$ cat src/rtl/jk_count_sequencer.sv
// Command sequencer that drives a bank of JK flip-flops: computes per-bit J/K
// from Q feedback to load, clear, or count the bank up/down by a programmed count.
module jk_count_sequencer #(
    parameter int WIDTH  = 4,
    parameter int STEP_W = 8
) (
    input  logic              clk,
    input  logic              rst,
    input  logic              cmd_valid,
    output logic              cmd_ready,
    input  logic [1:0]        cmd_op,
    input  logic [WIDTH-1:0]  cmd_data,
    input  logic [STEP_W-1:0] cmd_steps,
    input  logic [WIDTH-1:0]  q_i,
    output logic [WIDTH-1:0]  j_o,
    output logic [WIDTH-1:0]  k_o,
    output logic              bank_rst,
    output logic              busy,
    output logic              done,
    output logic              tc
);

    localparam logic [1:0] OP_LOAD  = 2'b00;
    localparam logic [1:0] OP_UP    = 2'b01;
    localparam logic [1:0] OP_DOWN  = 2'b10;
    localparam logic [1:0] OP_CLEAR = 2'b11;

    typedef enum logic [2:0] {
        ST_IDLE  = 3'd0,
        ST_LOAD  = 3'd1,
        ST_COUNT = 3'd2,
        ST_CLEAR = 3'd3,
        ST_DONE  = 3'd4
    } state_t;

    state_t            state_r;
    state_t            state_nxt_s;
    logic [STEP_W-1:0] remaining_r;
    logic [STEP_W-1:0] remaining_nxt_s;
    logic [WIDTH-1:0]  data_r;
    logic              up_r;
    logic              ready_s;
    logic              accept_s;
    logic [WIDTH-1:0]  toggle_s;

    // Ready is forced low while reset is held even though the state already reads IDLE
    assign ready_s  = rst & (state_r == ST_IDLE);
    assign accept_s = cmd_valid & ready_s;

    // State and remaining-step register
    always_ff @(posedge clk or negedge rst) begin
        if (!rst) begin
            state_r     <= ST_IDLE;
            remaining_r <= {STEP_W{1'b0}};
        end else begin
            state_r     <= state_nxt_s;
            remaining_r <= remaining_nxt_s;
        end
    end

    // Command operand capture at the handshake edge
    always_ff @(posedge clk or negedge rst) begin
        if (!rst) begin
            data_r <= {WIDTH{1'b0}};
            up_r   <= 1'b0;
        end else if (accept_s) begin
            data_r <= cmd_data;
            up_r   <= (cmd_op == OP_UP);
        end else begin
            data_r <= data_r;
            up_r   <= up_r;
        end
    end

    // Next-state and step-counter logic
    always_comb begin
        state_nxt_s     = state_r;
        remaining_nxt_s = remaining_r;
        case (state_r)
            ST_IDLE: begin
                if (accept_s) begin
                    case (cmd_op)
                        OP_LOAD:  state_nxt_s = ST_LOAD;
                        OP_CLEAR: state_nxt_s = ST_CLEAR;
                        OP_UP, OP_DOWN: begin
                            remaining_nxt_s = cmd_steps;
                            if (cmd_steps == {STEP_W{1'b0}}) begin
                                state_nxt_s = ST_DONE;
                            end else begin
                                state_nxt_s = ST_COUNT;
                            end
                        end
                        default:  state_nxt_s = ST_IDLE;
                    endcase
                end else begin
                    state_nxt_s = ST_IDLE;
                end
            end
            ST_LOAD:  state_nxt_s = ST_DONE;
            ST_CLEAR: state_nxt_s = ST_DONE;
            ST_COUNT: begin
                remaining_nxt_s = remaining_r - STEP_W'(1);
                if (remaining_r == STEP_W'(1)) begin
                    state_nxt_s = ST_DONE;
                end else begin
                    state_nxt_s = ST_COUNT;
                end
            end
            ST_DONE:  state_nxt_s = ST_IDLE;
            default:  state_nxt_s = ST_IDLE;
        endcase
    end

    // Ripple toggle mask: a bit flips when every lower bit is at the wrap value
    always_comb begin
        logic ones_v;
        logic zeros_v;
        toggle_s = {WIDTH{1'b0}};
        ones_v   = 1'b1;
        zeros_v  = 1'b1;
        for (int i = 0; i < WIDTH; i++) begin
            if (up_r) begin
                toggle_s[i] = ones_v;
            end else begin
                toggle_s[i] = zeros_v;
            end
            ones_v  = ones_v & q_i[i];
            zeros_v = zeros_v & ~q_i[i];
        end
    end

    // J/K drive and terminal-count decode
    always_comb begin
        j_o = {WIDTH{1'b0}};
        k_o = {WIDTH{1'b0}};
        tc  = 1'b0;
        case (state_r)
            ST_LOAD: begin
                j_o = data_r;
                k_o = ~data_r;
            end
            ST_COUNT: begin
                j_o = toggle_s;
                k_o = toggle_s;
                if (up_r) begin
                    tc = &q_i;
                end else begin
                    tc = ~(|q_i);
                end
            end
            default: begin
                j_o = {WIDTH{1'b0}};
                k_o = {WIDTH{1'b0}};
                tc  = 1'b0;
            end
        endcase
    end

    assign cmd_ready = ready_s;
    assign busy      = ~ready_s;
    assign done      = rst & (state_r == ST_DONE);
    assign bank_rst  = ~rst | (state_r == ST_CLEAR);

endmodule

$ cat config.mk
export PLATFORM = sky130hd
export DESIGN_NAME = jk_count_sequencer
export DESIGN_NICKNAME = d
export VERILOG_FILES = /design/src/rtl/jk_count_sequencer.sv
export SDC_FILE = /design/constraint.sdc
export NUM_CORES = 1
export LEC_CHECK = 0
export ABC_AREA = 1
export BUFFER_PORTS_ARGS = -buffer_cell sky130_fd_sc_hd__buf_4
export CAP_MARGIN = 20
export CORE_MARGIN = 10
export CORE_UTILIZATION = 45
export CTS_BUF_LIST = sky130_fd_sc_hd__clkbuf_16
export DETAILED_ROUTE_END_ITERATION = 16
export PLACE_DENSITY = 0.76
export SKIP_LAST_GASP = 1
export SYNTH_ARGS = -nofsm -noshare
export SYNTH_HDL_FRONTEND = slang
export SYNTH_SLANG_ARGS = --single-unit
$ cat constraint.sdc
create_clock -name clk -period 3.3 [get_ports clk]
set_input_delay 0.33 -clock clk [delete_from_list [all_inputs] [get_ports clk]]
set_output_delay 0.33 -clock clk [all_outputs]
set_load 0.02 [all_outputs]
==> implementation parameters <==
Parameter                              Value

Placed design
  Detailed-placement wirelength estimate ... 2.77 mm
  Final estimated routing congestion in global placement ... 0.849
  Count of buffers from port buffering ... 33

Floorplanning
  Core Area ... 0.00254 mm²
  Placement Rows ... 18
  Starting utilization of the core area ... 48.5%
  # IOs ... 34
  Area of the die ... 0.00524 mm²
  Die width ... 72.4 µm
  Die extent in y ... 72.4 µm

Synthesis
  Cells taking the most area after synthesis ... dfrtp_1 (32%), nand2_1 (16%), nand3_1 (8.5%)
  Compound-cell area share of the yosys netlist ... 12.3%
  Xor and xnor fraction of the mapped netlist area ... 0.709%
  Synth Area per Inst ... 6.68 µm²
  Fraction of the yosys area taken by sequential cells ... 32.4%
  Fraction of synthesized cell area taken by the top area cell type ... 32.4%
  Biggest area consumer among synthesized cells ... dfrtp_1
  Proportion of synthesized area in mux cells ... 0%
  Dominant combinational cell family by area after synthesis ... simple AND/OR/NAND/NOR gates
  YS warnings ... 0
  Unique cell type count in the Yosys netlist ... 28
  Cells after Synth ... 185
  Adder and majority cell fraction of the synthesized area ... 5.07%
  Synth Area in Simple Gates ... 38.8%
  Mapped Nets ... 211
  Register bit total from synthesis ... 16
  Cell Area, Synth ... 0.00123 mm²

Final layout
  Fill cell instance count of the final layout ... 242
  Fraction of final layout cells with drive strength greater than 1 ... 23.3%
  Number of nets at the end of the flow ... 246
  Antenna fix cells ... 0
  Area added between synthesis and finish ... 27.5%

Timing
  Aggregate negative setup slack ... 0 ps
  Slew at the pin closest to its max-slew limit ... 509 ps
  Setup repair after global routing missed its margin ... no
  Max-slew violation count ... 0
  Fin crit period ... 2130 ps
  Final critical-path share of the clock period ... 64.5%
  Setup clock skew after layout ... 0.839 ps
  Setup violation total in the final timing report ... 0
  Hold Fails Final Rpt ... 0
  Relative slew margins ... 66.0%
  Timing-limited maximum frequency ... 470 MHz

Route
  DRC ... 0
  Routed Wire Length ... 3.48 mm
  First-pass iteration count of the detailed router ... 5
  Post-route ant nets ... 0
  Via density per instance ... 5.28
  Routed length per instance ... 14.0 µm
  Via count ... 1,315
  DRC marker count from the first detailed-route iteration ... 126

GRT
  Global routing usage summed across all routing layers ... 12.8%
  Antenna violations before repair ... 0
  Final global-route overflow total ... 0
  Pin count of the biggest net entering global routing ... 20
  Vias in the first global route ... 1,280
  Global-route wire length before repair ... 5.58 mm

Setup path
  Kind of launch point of the worst setup path ... flip-flop
  Slowest stage delay, CP ... 420 ps
  Setup slack of the worst register-to-register path ... 1780 ps
  Cell with the largest stage delay on the worst path ... dfrtp_1
  Critical Path Most Common Cell ... inv_2
  Required time worst endpoint ... 2970 ps
  Worst setup path start ... state_r[2]$_DFF_PN0_
  Worst-path cell chain ... inv_2, nand3_2, inv_2, nand4_2, a21oi_2, buf_4
  CP Capture Point ... tc
  Count of buffer and inverter cells on the critical path ... 3
  Worst EP arrival ... 1800 ps
  Nature of the critical path endpoint ... output port
  Stages on the worst setup path ... 6
  Worst R2R End ... remaining_r[2]$_DFFE_PN0P_
  Critical Path Fanout Max ... 15
  Critical path start-end classification ... flip-flop to output port
  Cell family with the largest share of critical-path delay ... buffers and inverters
  R2R depth ... 7
  Worst reg2reg startpoint ... state_r[2]$_DFF_PN0_

Clock tree
  Number of buffers between clock root and the deepest sink ... 2
  TritonCTS clock tree ... done
  Clock latency reported for the late side of the worst-skew pair ... 250 ps
  CTS-repair resized insts ... 0
  H-tree depth reported by CTS ... 1
  Number of buffers added by the clock tree synthesis step ... 3
  Library cell used as clock root buffer ... clkbuf_16
  Number of buffers inserted to repair setup after CTS ... 0
  Post-CTS clock slew at the launch and capture registers of the worst setup and hold paths ... 50 ps
  Number of buffers added to fix hold violations after cts ... 1
  Clock sink count ... 16

Power
  Post-route total power ... 1.34 mW
  Power density relative to cell area ... 850 mW/mm²
  Static leakage power ... 0.857 nW
  Peak supply drop ... 0.498 mV

Worst hold path
  Path category of the worst min-delay check ... input port to flip-flop

Status
  Outcome ... completed

Job
  Max capacitance violation total ... 0
[registers in the layout, indices dropped and copies added (netlist names)]
| register | cells |
|---|---|
| data_r | 4 |
| remaining_r | 8 |
| state_r | 3 |
| up_r | 1 |
[cells in the mapped netlist]
cell and number:
a21oi_1 3, a21oi_2 2, buf_2 1, buf_4 1
buf_6 2, dfrtp_1 16, ha_1 5, inv_1 22
inv_2 4, nand2_1 53, nand2_2 1, nand2_4 1
nand3_1 21, nand3_2 1, nand4_1 2, nand4_2 1
nor2_1 17, nor2_2 3, nor2_4 1, nor3_1 2
o211ai_1 1, o21ai_0 7, o21ai_1 12, o21ai_2 1
o21bai_1 1, or2_1 2, or3_1 1, xnor2_1 1
[cell type report]
class | count | area [µm²] | share of cell area, %
Clock inverter | 1 | 3.75 | 0.238
Timing Repair Buffer | 34 | 258 | 16.4
Tap cell | 30 | 37.5 | 2.38
Clock buffer | 3 | 75.1 | 4.77
Inverter | 26 | 97.6 | 6.20
Sequential cell | 16 | 400 | 25.4
Multi-Input combinational cell | 139 | 702 | 44.6
[report_power, final]
group          switching (mW)  internal [mW]
registers              0.0912          0.286
clock network          0.0803          0.161
logic                   0.465          0.254
total                   0.636          0.702
[worst reg2reg max path, delay by kind of cell (launching register included)]
kind	cells	cell delay, ps
DFF	1	420
buffers and inverters	2	400
AOI/OAI and AO/OA	2	230
and+or+nand+nor	3	390
[per-layer routing]
| layer | share of wire (%) | routed length, µm | up-vias | track usage (%) |
|---|---|---|---|---|
| met5 | 0 | 0 | - | 0 |
| met4 | 1.6 | 57 | 0 | 5.70 |
| met3 | 6.0 | 210 | 6 | 3.27 |
| met2 | 51 | 1780 | 45 | 22.5 |
| met1 | 41 | 1430 | 602 | 14.0 |
| li1 | - | - | 662 | - |
[cells by family after synthesis]
group	after synthesis
compound gates	27
fa+ha+maj	5
simple gates	106
buf+inv	30
flops	16
xor+xnor	1
[stage by stage]
stage / cells / worst slack [ps] / utilization, % / hold WS, ps / instance area (µm²)
after floorplan: 185 / 1760 / - / 34.4 / 1230
after global placement: 244 / 1570 / 58.4 / 212 / 1490
after detailed placement: 244 / 1480 / 58.4 / 212 / 1490
after CTS: 249 / 1210 / 61.8 / 316 / 1570
after global routing: 249 / 1080 / 61.8 / 328 / 1570
final: 249 / 1170 / 61.8 / 311 / 1570
[how the worst min path moves through the flow]
stage / to / depth (start not counted) / slack [ps] / from
finish: data_r[0]$_DFFE_PN0N_ / 3 / 310 / cmd_data[0]
global route: data_r[0]$_DFFE_PN0N_ / 3 / 330 / cmd_data[0]
CTS: data_r[0]$_DFFE_PN0N_ / 3 / 320 / cmd_data[0]
detailed placement: remaining_r[2]$_DFFE_PN0P_ / 1 / 210 / rst
global placement: remaining_r[2]$_DFFE_PN0P_ / 1 / 210 / rst
floorplan: data_r[0]$_DFFE_PN0N_ / 0 / 30 / rst
[placed cells by master, fill, tap and decap left out, types with 2 or more instances in the layout]
cell type / count
nand4_1: 2
inv_1: 22
nor2_2: 3
buf_4: 33
o21ai_0: 7
clkbuf_16: 3
nor2_1: 17
nand2_1: 53
a21oi_2: 2
dfrtp_1: 16
o21ai_1: 12
inv_2: 4
or2_1: 2
nand3_1: 21
nor3_1: 2
a21oi_1: 3
ha_1: 5
Note: power is estimated with default switching activity, not from simulation.
